==> config.mk <==
export PLATFORM = sky130hd
export DESIGN_NAME = ws2812_rz_decoder
export DESIGN_NICKNAME = d
export VERILOG_FILES = /design/src/rtl/ws2812_rz_decoder.sv
export SDC_FILE = /design/constraint.sdc
export NUM_CORES = 1
export LEC_CHECK = 0
export ABC_AREA = 1
export CORE_MARGIN = 5
export CORE_UTILIZATION = 55
export CTS_CLUSTER_DIAMETER = 120
export CTS_CLUSTER_SIZE = 24
export DETAILED_ROUTE_END_ITERATION = 6
export PLACE_DENSITY_LB_ADDON = 0.15
export REMOVE_ABC_BUFFERS = 1
export SLEW_MARGIN = 20
export SYNTH_ARGS = -nofsm -noshare
export SYNTH_HDL_FRONTEND = slang
export SYNTH_SLANG_ARGS = --single-unit
==> constraint.sdc <==
create_clock -name clk -period 2.15 [get_ports clk]
set_clock_uncertainty 0.15 [all_clocks]
set_input_delay 0.3225 -clock clk [delete_from_list [all_inputs] [get_ports clk]]
set_output_delay 0.3225 -clock clk [all_outputs]
set_load 0.05 [all_outputs]
==> src/rtl/ws2812_rz_decoder.sv <==
// ws2812_rz_decoder
//   Receive side of a WS2812 single-wire RZ link.
//   - Synchronizes DIN and measures each high pulse.
//   - Classifies each pulse as a 0 or 1 bit.
//   - Assembles 24-bit GRB pixels, MSB (G7) first.
//   - A long low gap marks the frame boundary.
// Ports
//   clk, rst_n  : clock, asynchronous active-low reset
//   din         : asynchronous RZ serial input
//   pix_data    : last decoded pixel {G,R,B}; held between strobes
//   pix_valid   : 1-cycle strobe, pix_data/pix_idx updated
//   pix_idx     : index of pix_data within the current frame
//   frame_done  : 1-cycle strobe at a reset gap ending a non-empty frame
//   err         : 1-cycle strobe on a decode error
//   dout        : cascaded output (pixel-chain emulation only)
// Configuration
//   WS2812_FWD_EN defined   : only the first pixel of each frame is decoded.
//                             The rest of the frame is forwarded to dout
//                             (din -> dout delay of 3 cycles).
//   WS2812_FWD_EN undefined : bus monitor; every pixel is decoded, dout = 0.
module ws2812_rz_decoder #(
  parameter int T_MIN_HIGH = 5,
  parameter int T_THRESH   = 30,
  parameter int T_MAX_HIGH = 100,
  parameter int T_RESET    = 2500,
  parameter int IDX_W      = 8
) (
  input  logic             clk,
  input  logic             rst_n,
  input  logic             din,
  output logic [23:0]      pix_data,
  output logic             pix_valid,
  output logic [IDX_W-1:0] pix_idx,
  output logic             frame_done,
  output logic             err,
  output logic             dout
);

`ifdef WS2812_FWD_EN
  localparam logic FWD_EN = 1'b1;
`else
  localparam logic FWD_EN = 1'b0;
`endif

  localparam int CNT_MAX = (T_RESET > T_MAX_HIGH + 1) ? T_RESET : T_MAX_HIGH + 1;
  localparam int CW      = $clog2(CNT_MAX + 1);
  localparam logic [CW-1:0] C_MAX   = CW'(CNT_MAX);
  localparam logic [CW-1:0] C_RST1  = CW'(T_RESET - 1);
  localparam logic [CW-1:0] C_MIN   = CW'(T_MIN_HIGH);
  localparam logic [CW-1:0] C_THR   = CW'(T_THRESH);
  localparam logic [CW-1:0] C_HMAX  = CW'(T_MAX_HIGH);
  localparam logic [CW-1:0] C_ONE   = CW'(1);

  typedef enum logic [1:0] {S_SYNC, S_LOW, S_HIGH} state_t;

  state_t           state_q, state_d;
  logic             din_meta_q, din_s_q;
  logic [CW-1:0]    low_cnt_q, low_cnt_d, hi_cnt_q, hi_cnt_d;
  logic [4:0]       bit_cnt_q, bit_cnt_d;
  logic [23:0]      shreg_q, shreg_d, pix_data_q, pix_data_d;
  logic [IDX_W-1:0] idx_q, idx_d, pix_idx_q, pix_idx_d;
  logic             has_pix_q, has_pix_d, fwd_q, fwd_d;
  logic             pix_valid_q, pix_valid_d, frame_done_q, frame_done_d;
  logic             err_q, err_d, dout_q, dout_d;

  function automatic logic [CW-1:0] sat_inc(input logic [CW-1:0] v);
    return (v == C_MAX) ? v : v + C_ONE;
  endfunction

  // State register (plus all datapath flops)
  always_ff @(posedge clk or negedge rst_n) begin
    if (!rst_n) begin
      state_q      <= S_SYNC;
      din_meta_q   <= 1'b0;
      din_s_q      <= 1'b0;
      low_cnt_q    <= '0;
      hi_cnt_q     <= '0;
      bit_cnt_q    <= '0;
      shreg_q      <= '0;
      idx_q        <= '0;
      has_pix_q    <= 1'b0;
      fwd_q        <= 1'b0;
      pix_data_q   <= '0;
      pix_idx_q    <= '0;
      pix_valid_q  <= 1'b0;
      frame_done_q <= 1'b0;
      err_q        <= 1'b0;
      dout_q       <= 1'b0;
    end else begin
      state_q      <= state_d;
      din_meta_q   <= din;
      din_s_q      <= din_meta_q;
      low_cnt_q    <= low_cnt_d;
      hi_cnt_q     <= hi_cnt_d;
      bit_cnt_q    <= bit_cnt_d;
      shreg_q      <= shreg_d;
      idx_q        <= idx_d;
      has_pix_q    <= has_pix_d;
      fwd_q        <= fwd_d;
      pix_data_q   <= pix_data_d;
      pix_idx_q    <= pix_idx_d;
      pix_valid_q  <= pix_valid_d;
      frame_done_q <= frame_done_d;
      err_q        <= err_d;
      dout_q       <= dout_d;
    end
  end

  // Next-state logic
  always_comb begin
    state_d = state_q;
    case (state_q)
      S_SYNC: if (!din_s_q && low_cnt_q >= C_RST1) state_d = S_LOW;
      S_LOW:  if (din_s_q) state_d = S_HIGH;
      S_HIGH: begin
        if (din_s_q && hi_cnt_q >= C_HMAX) state_d = S_SYNC;
        else if (!din_s_q)                 state_d = S_LOW;
      end
      default: state_d = S_SYNC;
    endcase
  end

  // Datapath and output strobes
  always_comb begin
    low_cnt_d    = low_cnt_q;
    hi_cnt_d     = hi_cnt_q;
    bit_cnt_d    = bit_cnt_q;
    shreg_d      = shreg_q;
    idx_d        = idx_q;
    has_pix_d    = has_pix_q;
    fwd_d        = fwd_q;
    pix_data_d   = pix_data_q;
    pix_idx_d    = pix_idx_q;
    pix_valid_d  = 1'b0;
    frame_done_d = 1'b0;
    err_d        = 1'b0;

    // A full pixel is published on the cycle after its 24th bit lands.
    if (bit_cnt_q == 5'd24) begin
      pix_data_d  = shreg_q;
      pix_idx_d   = idx_q;
      pix_valid_d = 1'b1;
      bit_cnt_d   = '0;
      has_pix_d   = 1'b1;
      if (FWD_EN) fwd_d = 1'b1;
      else        idx_d = idx_q + 1'b1;
    end

    case (state_q)
      S_SYNC: begin
        low_cnt_d = din_s_q ? '0 : sat_inc(low_cnt_q);
        fwd_d     = 1'b0;
        // Gap found: start a fresh frame silently; anything before the
        // error that sent us here is abandoned.
        if (state_d == S_LOW) begin
          bit_cnt_d = '0;
          idx_d     = '0;
          has_pix_d = 1'b0;
        end
      end
      S_LOW: begin
        if (din_s_q) begin
          hi_cnt_d = C_ONE;  // low count is kept in case this is a glitch
        end else begin
          low_cnt_d = sat_inc(low_cnt_q);
          // Strobe only on the exact crossing so a long gap fires once.
          if (low_cnt_q == C_RST1) begin
            frame_done_d = has_pix_q;
            err_d        = (bit_cnt_q != 5'd0);
            bit_cnt_d    = '0;
            idx_d        = '0;
            has_pix_d    = 1'b0;
            fwd_d        = 1'b0;
          end
        end
      end
      S_HIGH: begin
        if (din_s_q) begin
          hi_cnt_d = sat_inc(hi_cnt_q);
          if (hi_cnt_q >= C_HMAX) begin
            err_d     = 1'b1;
            bit_cnt_d = '0;
            low_cnt_d = '0;
            fwd_d     = 1'b0;
          end
        end else if (hi_cnt_q < C_MIN) begin
          low_cnt_d = sat_inc(low_cnt_q);  // glitch: resume the low run
        end else begin
          low_cnt_d = C_ONE;
          if (!fwd_q) begin
            shreg_d   = {shreg_q[22:0], (hi_cnt_q >= C_THR)};
            bit_cnt_d = bit_cnt_q + 5'd1;
          end
        end
      end
      default: ;
    endcase

    dout_d = FWD_EN && fwd_q && (state_q != S_SYNC) && din_s_q;
  end

  assign pix_data   = pix_data_q;
  assign pix_valid  = pix_valid_q;
  assign pix_idx    = pix_idx_q;
  assign frame_done = frame_done_q;
  assign err        = err_q;
  assign dout       = dout_q;

endmodule

======== Word level (Yosys, flattened, before mapping) ========
Index checks and enable logic that the tools add are counted.
cells by class
  multiplexer cells ....................... 49
  reduce and logical (&&, ||, !) cells .... 11
  add/subtract/negate cells ............... 4
  order comparisons ....................... 4
  bitwise gates (word level) .............. 3
  equality and inequality tests ........... 14
operators by type and width
  cell                                                                number
  2-to-1 mux 12 bit                                                   9
  2-to-1 mux 5 bit                                                    8
  equality test 12 bit, second input constant                         3
  one-hot mux 12 bit (3 select lines)                                 1
  2-to-1 mux 8 bit                                                    4
  adder 12 x 1 -> 12 bit, second input constant                       2
  one-hot mux 12 bit (2 select lines)                                 1
  2-to-1 mux 1 bit                                                    16
  one-hot mux 8 bit (2 select lines)                                  1
  one-hot mux 5 bit (3 select lines)                                  1
  greater-or-equal comparator 12 bit, second input constant           1
  greater-or-equal comparator 12 x 5 -> 1 bit, second input constant  1
  greater-or-equal comparator 12 x 7 -> 1 bit, second input constant  1
  less-than comparator 12 x 3 -> 1 bit, second input constant         1
  != test 2 bit, second input constant                                6
  adder 8 x 1 -> 8 bit, second input constant                         1
  2-to-1 mux 2 bit                                                    4
  AND reduction 4 bit                                                 2
  one-hot mux 2 bit (3 select lines)                                  1
  adder 5 x 1 -> 5 bit, second input constant                         1
  equality test 5 bit, second input constant                          1
  AND reduction 5 bit                                                 1
  nonzero test 5 bit                                                  1
  equality test 2 x 1 -> 1 bit, second input constant                 2
  11 further kinds                                                    15
storage, ports and cells
  output and inout bits ................... 36
  logic and storage cells ................. 100
  input port bits ......................... 3
  bits in registers ....................... 102

======== Longest topological paths before layout ========
  word-level depth ........................ 7
  mapped depth ............................ 14
  gate-level depth less buffers ........... 14

======== Least setup slack after synthesis ========
OpenSTA, ideal clock, no wires.
  kind .................................... register to register
  from .................................... register state_q[0]
  to ...................................... register low_cnt_q[7]
  setup slack ............................. 0.214 ns
  arrival time ............................ 1.669 ns
  path buffers ............................ 1
  data required time ...................... 1.883 ns
  library setup time ...................... 0.117 ns
  stages on the path, launching flop included .. 12
  cell sequence ........................... dfrtp_1 inv_1 ha_1 buf_4 inv_2 nor2_1 a211oi_1 a31oi_2 nor2_4 a21oi_1 o21ai_1 inv_1
on the way
  cells in the longest elaborated chain, start to end .. 3
  elaborated cells between the ends (all ways) .. 8
RTL lines
  what                                                          RTL line  text
  from (decl)                                                   56        state_t state_q, state_d;
  from (signal assigned)                                        90        state_q <= state_d;
  equality test 2 bit, or another cell as far along             149       case (state_q)
  != test 3 bit (no source line), or another cell as far along  --
  AND reduction 3 bit (no source line)                          --
  to (signal assigned)                                          93        low_cnt_q <= low_cnt_d;
  to (decl)                                                     58        logic [CW-1:0] low_cnt_q, low_cnt_d, hi_cnt_q, hi_cnt_d;
Parallel ways exist; a longest one is shown, timed or not.
A chain may end at the register's enable or synchronous reset.

======== Final worst setup path ========
  from .................................... register hi_cnt_q[4]
  to ...................................... register hi_cnt_q[7]
on the way
  cells in the longest elaborated chain, start to end .. 4
  elaborated cells between the ends (all ways) .. 7
RTL lines
  what                                 RTL line  text
  from (decl)                          58
  from (signal assigned)               94        hi_cnt_q <= hi_cnt_d;
  adder 12 x 1 -> 12 bit               67        return (v == C_MAX) ? v : v + C_ONE;
  2-to-1 mux 12 bit                    67
  2-to-1 mux 12 bit                    178       if (din_s_q) begin
  one-hot mux 12 bit (2 select lines)  149
Parallel ways exist; a longest one is shown, timed or not. The select of a mux whose other input is x is not followed.

==> metrics.md <==
| Metric | Value |
|---|---|
| Synth top area cells | `dfrtp_1 51%, nand2_1 9.9%, o21ai_0 6.6%, inv_1 5.4%, ha_1 2.8%` |
| Critical hold path startpoint | `din_meta_q` |
| Sequential share of the synthesized area | `0.506` |
| YS warnings | `0` |
| Core Rows | `34` |
| Critical Path AT | `2.15 ns` |
| Gr ovfl total | `0` |
| Final ANT Viol Nets | `0` |
| Fillers | `710` |
| Area Growth Syn to Fin | `17.1%` |
| Global-route wire length before repair | `17.6 mm` |
| # H-tree levels | `3` |
| Starting Density | `0.570` |
| Yosys reg bits | `101` |
| Fin. max-slew vios | `0` |
| Clk_lat worst skew | `0.37 ns` |
| Routability cong. | `0.937` |
| Vias in the first global route | `3829` |
| CORE AREA | `0.00876 mm2` |
| Worst Setup End Kind | `flip-flop` |
| Final period util | `0.942` |
| FF/Latch Area | `0.00253 mm2` |
| Startpoint Class | `flip-flop` |
| Cell Area, Synth | `0.00499 mm2` |
| Final HPWL DP | `7.14 mm` |
| Worst path bufs/invs | `1` |
| Post-synth top area share | `0.506` |
| Die area | `0.0111 mm2` |
| CTS Sinks | `101` |
| Non-filler cells, final | `744` |
| Die Ht | `105 um` |
| Largest area contributor in the netlist | `dfrtp_1` |
| RR Startpoint | `hi_cnt_q[4]` |
| Delay of the slowest critical-path stage | `0.47 ns` |
| Min Hold Slack | `0.203 ns` |
| Fin nets | `645` |
| Crit-path cells | `inv_1 -> nor3_1 -> nand2_1 -> nor3_2 -> o21ai_0 -> nor3_1` |
| Mapped Cells | `578` |
| Setup WS pre-CTS | `-0.0542 ns` |
| Global-route usage over all layers | `0.187` |
| Worst min path class | `reg2reg` |
| Worst-path fanout max | `5` |
| Reported net switching power | `0.000755 W` |
| M1 GR Usage | `0.258` |
| GRT busiest layer | `met2` |
| Crit path kind | `reg2reg` |
| Die X | `105 um` |
| Slew margin rel. | `0.659` |
| Proportion of layout cells with a drive suffix above 1 | `0.153` |
| Dpl cells | `717` |
| Yosys cell types | `45` |
| Drt drc | `0` |
| Comb power frac | `0.031` |
| IO Port Bufs | `37` |
| Initial antenna violation count | `0` |
| Final setup viols | `0` |
| Crit path max-delay family | `simple AND/OR/NAND/NOR gates` |
| Crit-path slowest cell | `dfrtp_1` |
| Hold Path End | `din_s_q` |
| Area of the multi-input gates | `0.00211 mm2` |
| Clock power share | `0.360` |
| Fmax | `494 MHz` |
| I/O Pins | `39` |
| Least-Margin Pin Slew | `0.510 ns` |
| TritonRoute pass-1 iters | `5` |
| GR Util met3 | `0.0281` |
| Clk slew on worst S/H paths | `0.09 ns` |
| Clk buf depth | `2` |
| Final WL | `10.1 mm` |
| Final worst slack | `0.125 ns` |
| Max VDD drop | `0.000282 V` |
| Final worst path period need | `2.03 ns` |
| WL/cell | `13.5 um` |
| RR Endpoint | `hi_cnt_q[7]` |
| Vias | `3933` |
| DRT iter0 DRCs | `171` |
| Hold path depth | `0` |
| Vias per cell | `5.29` |
| Final Hold Fails | `0` |
| Net switching fraction of the power | `0.241` |
| Int Power | `0.00237 W` |
| Sequential power share | `0.610` |
| Power Dens Cells | `536 mW/mm2` |
| CP dominant cell by count | `nor3_1` |
| Status | `finished, final reports clean` |
| Largest net degree at the start of global routing | `39` |
| Util after Layout | `0.667` |
| FF-to-FF path depth | `6` |
| Root buffer cell | `clkbuf_8` |
| Max cap viols | `0` |
| Met2 Usage GRT | `0.301` |
| Lkg Pwr | `2.67 nW` |
| WP data required | `2.28 ns` |
| CTS Buf Count | `9` |
| Diodes inserted | `0` |
| TritonCTS clock tree | `done` |
| Syn_area_per_cell | `8.64 um2` |
| Flop-to-flop setup slack | `0.12 ns` |
==> kinds of logic (layout without fill, tap and decap cells) <==
kind of cell               count (synthesis)  in the layout  synth area share
and+or+nand+nor                          248            248             0.242
AOI/OAI and AO/OA                        103            103             0.113
DFF                                      101            101             0.506
buffers and inverters                     99            157            0.0845
xor gates and xnor gates                  15             15            0.0263
adders and majority gates                 11             11            0.0276
other                                      1              1          0.000751
==> worst max-delay path by stage <==
stage / cells past startpoint / startpoint / slack, ns / end
after floorplan: 9 / bit_cnt_q[0] / -0.29 / bit_cnt_q[1]
after global placement: 9 / state_q[0] / 0.05 / hi_cnt_q[6]
after detailed placement: 9 / state_q[0] / -0.05 / hi_cnt_q[6]
after CTS: 9 / state_q[1] / 0.03 / hi_cnt_q[6]
after global routing: 10 / state_q[1] / -0.02 / hi_cnt_q[9]
final: 6 / hi_cnt_q[4] / 0.12 / hi_cnt_q[7]
==> power by group through the flow <==
stage               sequential, W  clock, W  combinational [W]
finish                    0.00191   0.00113          0.0000958
global route              0.00191   0.00126           0.000111
CTS                       0.00191   0.00116          0.0000958
detailed placement        0.00195         0          0.0000927
global placement          0.00195         0          0.0000907
floorplan                 0.00195         0          0.0000313
==> synth_stat cells (all sizes together) <==
master,number
nand2,141
dfrtp,101
inv,80
o21ai,71
nor2,46
nand3,24
a21oi,18
nor3,16
xor2,14
buf,13
ha,11
nand4,10
clkbuf,5
nor4,5
o31ai,4
nor3b,3
o22ai,3
a211oi,2
a31oi,2
and3,1
clkinv,1
conb,1
nand3b,1
nor4b,1
o2111ai,1
o211ai,1
o221ai,1
xnor2,1
==> per-stage QoR <==
step | cell area [um2] | setup TNS (ns) | total power [W]
after global placement | 5510 | 0 | 0.00204
after floorplan | 4880 | -2.60 | 0.00198
after CTS | 5720 | 0 | 0.00317
after global routing | 5840 | -0.0195 | 0.00328
final | 5840 | 0 | 0.00313
after detailed placement | 5510 | -0.0697 | 0.00204
==> per-layer routing <==
metal,part of all wire,vias up
li1,-,1964
met1,0.45,1867
met2,0.49,87
met3,0.039,15
met4,0.015,0
met5,0,-
==> state kept, by name, indices dropped and copies added, names as in the netlist, 2 cells and up <==
register and flops:
pix_data 24, shreg_q 24, hi_cnt_q 12, low_cnt_q 12, idx_q 8, pix_idx 8
bit_cnt_q 5, state_q 2
==> cell usage in the layout, fill, tap and decap left out, types with 2 or more instances in the layout <==
master,count
inv_2,10
o31ai_1,4
nand3_1,22
nand2_4,3
nor3b_2,2
clkbuf_8,9
nand2_1,132
nand4_1,10
a21oi_2,2
ha_1,7
a211oi_2,2
nor2_1,28
a21oi_1,16
o21ai_0,66
dfrtp_1,100
clkinvlp_4,3
buf_12,3
nor4_1,4
o22ai_1,3
clkdlybuf4s50_1,36
ha_4,2
nand2_2,6
inv_8,2
inv_1,68
nor3_2,3
nor3_1,12
nand3_2,2
nor2_2,13
xor2_1,14
nor2_4,4
buf_4,20
o21ai_1,5
clkinv_4,2
ha_2,2
==> layout make-up <==
| type | count | share of cell area |
|---|---|---|
| sequential | 101 | 0.433 |
| inverter | 81 | 0.0531 |
| timing repair buffer | 60 | 0.0993 |
| tap | 108 | 0.0231 |
| clock inverter | 6 | 0.00942 |
| multi-input combinational | 378 | 0.361 |
| clock buffer | 10 | 0.0218 |
==> timing repair <==
item | CTS | global route
gates cloned | 0 | 0
gates resized for setup | 4 | 13
pin swaps | 0 | 4
hold buffers | 1 | 0
endpoints found under the hold margin | 32 | 0
setup buffers | 1 | 9
setup endpoints to repair | 5 | 29
Power figures use the tool's default switching activity.
